===== src/rtl/mips_pkg.sv =====
// Shared definitions for the MIPS core debug blocks.
// Holds the register-dump FSM state encoding and the hardwired-zero register index.
package mips_pkg;

    typedef enum logic [1:0] {
        IDLE = 2'd0,
        LOAD = 2'd1,
        SEND = 2'd2,
        FIN  = 2'd3
    } dump_state_t;

    localparam int unsigned REG_ZERO = 0;

endpackage


===== src/rtl/reg_dump.sv =====
// Streams a contiguous, wrapping range of register-file entries out over a
// valid/ready port, reading through the register file's debug read port.
module reg_dump
    import mips_pkg::*;
#(
    parameter int unsigned DW = 32,
    parameter int unsigned AW = 5
) (
    input  logic          clk,
    input  logic          reset,
    input  logic          start,
    input  logic          abort,
    input  logic [AW-1:0] first_reg,
    input  logic [AW-1:0] last_reg,
    output logic [AW-1:0] ra,
    input  logic [DW-1:0] rd,
    output logic          out_valid,
    input  logic          out_ready,
    output logic [DW-1:0] out_data,
    output logic [AW-1:0] out_addr,
    output logic          out_last,
    output logic          busy,
    output logic          done
);

    dump_state_t   state;
    dump_state_t   state_nxt;
    logic [AW-1:0] idx;
    logic [AW-1:0] last_idx;
    logic          at_last;

    assign at_last = (idx == last_idx);
    assign ra      = idx;

    // State register
    always_ff @(posedge clk) begin
        if (reset) begin
            state <= IDLE;
        end else begin
            state <= state_nxt;
        end
    end

    // Next-state logic; abort outranks every other condition outside IDLE
    always_comb begin
        state_nxt = state;
        unique case (state)
            IDLE: if (start && !abort) state_nxt = LOAD;
            LOAD: state_nxt = abort ? IDLE : SEND;
            SEND: begin
                if (abort) begin
                    state_nxt = IDLE;
                end else if (out_ready) begin
                    state_nxt = at_last ? FIN : LOAD;
                end
            end
            FIN:  state_nxt = IDLE;
            default: state_nxt = IDLE;
        endcase
    end

    // Status decodes of the state register
    always_comb begin
        busy      = 1'b0;
        out_valid = 1'b0;
        done      = 1'b0;
        unique case (state)
            IDLE: ;
            LOAD: busy = 1'b1;
            SEND: begin
                busy      = 1'b1;
                out_valid = 1'b1;
            end
            FIN: begin
                busy = 1'b1;
                done = 1'b1;
            end
            default: ;
        endcase
    end

    // Index, range latch and captured output word
    always_ff @(posedge clk) begin
        if (reset) begin
            idx      <= '0;
            last_idx <= '0;
            out_data <= '0;
            out_addr <= '0;
            out_last <= 1'b0;
        end else begin
            unique case (state)
                IDLE: begin
                    if (start && !abort) begin
                        idx      <= first_reg;
                        last_idx <= last_reg;
                    end
                end
                LOAD: begin
                    if (!abort) begin
                        // Register 0 is hardwired to zero whatever the port returns
                        out_data <= (idx == AW'(REG_ZERO)) ? '0 : rd;
                        out_addr <= idx;
                        out_last <= at_last;
                    end
                end
                SEND: begin
                    if (!abort && out_ready && !at_last) begin
                        idx <= AW'(idx + AW'(1));
                    end
                end
                FIN: ;
                default: ;
            endcase
        end
    end

endmodule


===== config.mk =====
export PLATFORM = sky130hd
export DESIGN_NAME = reg_dump
export DESIGN_NICKNAME = d
export VERILOG_FILES = /design/src/rtl/mips_pkg.sv /design/src/rtl/reg_dump.sv
export SDC_FILE = /design/constraint.sdc
export NUM_CORES = 1
export LEC_CHECK = 0
export CELL_PAD_IN_SITES_DETAIL_PLACEMENT = 0
export CELL_PAD_IN_SITES_GLOBAL_PLACEMENT = 1
export CORE_MARGIN = 4
export CORE_UTILIZATION = 26
export CTS_CLUSTER_SIZE = 12
export DETAILED_ROUTE_END_ITERATION = 12
export PLACE_DENSITY_LB_ADDON = 0.1
export SKIP_LAST_GASP = 1
export SLEW_MARGIN = 20
export SYNTH_ARGS = -nofsm -noshare
export SYNTH_HDL_FRONTEND = slang
export SYNTH_SLANG_ARGS = --single-unit

===== constraint.sdc =====
create_clock -name clk -period 1.35 [get_ports clk]
set_clock_uncertainty 0.15 [all_clocks]
set_input_delay 0.2025 -clock clk [delete_from_list [all_inputs] [get_ports clk]]
set_output_delay 0.2025 -clock clk [all_outputs]
set_load 0.01 [all_outputs]

==> impl_metrics.tcl <==
set metrics [dict create \
    cp_top_family "buffers and inverters" \
    synth.largest_area_cell "dfxtp_1" \
    ys_seq_area_frac 0.5038 \
    nFillCells 677 \
    cp_cell_sequence "buf_6 -> inv_4 -> ha_4 -> nor4b_4 -> nor2_4 -> buf_12 -> a22oi_2 -> nor2_1" \
    cts.sinks 50 \
    hold_path.class "input port to flop" \
    timing.fmax_mhz 632.2 \
    port_buffers 92 \
    totalPowerFinal_mw 3.074 \
    root_buffer "clkbuf_8" \
    dp_hpwl_um 4520 \
    htree_levels 2 \
    final-hold-violation-count 0 \
    seqPwrFrac 0.501 \
    setup_violations 49 \
    crit_buf_inv 3 \
    final_cell_mix "nor2_1 (45), clkdlybuf4s50_1 (44), dfxtp_1 (43)" \
    synthArstFlopShare 0 \
    grt_pass1_wl_um 9584 \
    globalplace.congestion 0.7026 \
    tightest_slew_ns 0.5397 \
    power_frac_comb 0.205 \
    sw_frac_of_total 0.2589 \
    multi_input_comb_area_um2 1274 \
    die_area_um2 9105 \
    ios 93 \
    min_period_ns 1.582 \
    synth-edff-count 0 \
    regArea_um2 1027 \
    clk_path_buf_depth 2 \
    stdcell_area_um2 3781 \
    fin_tns_setup_ns -9.170 \
    p_per_area_nw_per_um2 812.9 \
    synthFlopType "dfxtp_1" \
    wl_um 6344 \
    vdd_ir_drop_max_v 0.0004293 \
    regToRegSetupSlack_ns -0.23 \
    vias 1981 \
    p_leak_nw 1.571 \
    relSlewSlack 0.6309 \
    cp.required_ns 1.40 \
    wire_per_inst_um 14.69 \
    setup_ws_ns -0.2317 \
    status "complete, but fails checks" \
    synth.distinct_cells 33 \
    yosys_warnings 0 \
    power_frac_clock 0.294 \
    dieWidth_um 95.42 \
    rsz0062_at_grt "yes" \
    synthCells 210 \
    worstPathArrival_ns 1.64 \
    synthesis.area_um2 1987 \
    drive_gt1_frac 0.3844 \
    vias_per_cell 4.586 \
    final_common_cell "nor2_1" \
    core-area_um2 7331 \
    antenna_found_initial 0 \
    syn-num-nets 259 \
    clk_latency_ns 0.30 \
    path_class "flop to flop" \
    synth_area_leaders "dfxtp_1 (50%), a22oi_1 (12%), nor2_1 (8.7%)" \
    initial_core_util 0.2710 \
    grt_use_total 0.1360 \
    syn2layout_area_growth_pct 90.30 \
    pre_cts_ws_ns -0.4324 \
    drv_slew 0 \
    ys_seq_elements 50 \
    tritoncts "done" \
    cp_slowest_stage_delay_ns 0.36 \
    internal_power_mw 2.278 \
    firstDrtPassIters 4 \
    power_switching_mw 0.7957 \
    layout.nets 381 \
    diodes 0 \
    post-route-period-util 1.172 \
    drc 0 \
    crit_slowest_cell "dfxtp_4" \
    drt_iter0_markers 25 \
    die_h_um 95.42 \
    gr-total-overflow 0 \
    fin_util 0.5158 \
    worst_setup_path_end_kind "flop" \
    grt_max_degree 19 \
    cts_inserted_buffers 5 \
    antenna_left 0 \
    synth_top_area_frac 0.5038 \
    syn_avg_cell_area_um2 9.461 \
    maxCapViolations 0 \
    critPathLaunchType "flop" \
    clk_pin_slew_worst_paths_ns 0.09 \
    rows 31 \
    grt_pass1_vias 2018 \
    placed_area_um2 3408 \
    worst-path-max-fanout 18 \
    violations "setup timing" \
]
[cells by family (layout without fill, tap and decap cells)]
kind of cell,count (synthesis),after routing,share of synthesized area
compound gates,54,55,0.1940
xor+xnor,5,5,0.02204
fa+ha+maj,2,2,0.01259
buf+inv,19,141,0.05037
flops,50,50,0.5038
mux,8,8,0.04030
simple gates,72,72,0.1770
[Yosys cell counts (2+ instances only)]
library cell,n
ha_1,2
buf_2,5
clkbuf_1,8
o21ai_0,3
nand3_1,3
a22oi_1,32
nor3_1,4
buf_6,3
dfxtp_1,50
and2_1,4
nand2_1,2
inv_1,3
a21oi_1,10
nand2b_1,2
a211oi_1,4
xnor2_1,5
or2_0,2
nor2_1,46
mux2i_1,8
[stage by stage]
stage	cells	hold WS (ns)
final	432	0.08563
after global routing	432	0.1035
after floorplan	210	0.1243
after global placement	412	0.3145
after CTS	426	0.09028
after detailed placement	412	0.3278
[cell type report]
class | instances | area share
inverters | 3 | 0.004302
well taps | 99 | 0.03276
repair buffers | 130 | 0.3302
flip-flops and latches | 50 | 0.2717
clock inverters | 1 | 0.001324
multi-input cells | 142 | 0.3369
clock buffers | 7 | 0.02283
[flip-flops by register name (all words and copies together), names as in the netlist]
name	flops
state	2
out_last	1
out_addr	5
out_data	32
last_idx	5
ra	5
[power groups by stage]
stage	clock (mW)	combinational (mW)	sequential [mW]
2_1_floorplan	0	0.215	1.58
3_3_place_gp	0	0.510	1.58
3_5_place_dp	0	0.510	1.58
4_1_cts	0.954	0.576	1.54
5_1_grt	0.984	0.675	1.55
6_report	0.903	0.631	1.54
[worst reg2reg max path: stages (launching register included)]
cell,delay (ns)
dfxtp_4,0.36
buf_6,0.14
inv_4,0.06
ha_4,0.11
nor4b_4,0.23
nor2_4,0.08
buf_12,0.17
a22oi_2,0.14
nor2_1,0.05
[routing by layer]
metal,vias up,track usage,routed length [µm]
met1,920,0.1695,2688
met3,13,0.05446,569
li1,975,-,-
met5,-,0,0
met4,0,0.05213,131
met2,73,0.2105,2953
[repair_timing]
action                                  CTS  global route
gates cloned                              1             0
setup buffers                             5             9
endpoints found under the setup margin   95            53
hold buffers                              0             0
gates resized for setup                  90            39
pin swaps                                10            13
[final timing paths]
kind	from	to	cells after the start
setup reg to reg	ra[0]$_SDFFE_PP0P_	out_data[2]$_SDFFE_PP0N_	8
setup / recovery	ra[0]$_SDFFE_PP0P_	out_data[2]$_SDFFE_PP0N_	8
hold reg to reg	out_addr[0]$_SDFFE_PP0N_	out_addr[0]$_SDFFE_PP0N_	2
hold / removal	reset	out_addr[2]$_SDFFE_PP0N_	2
No activity file was read; power rests on OpenSTA's default activity.
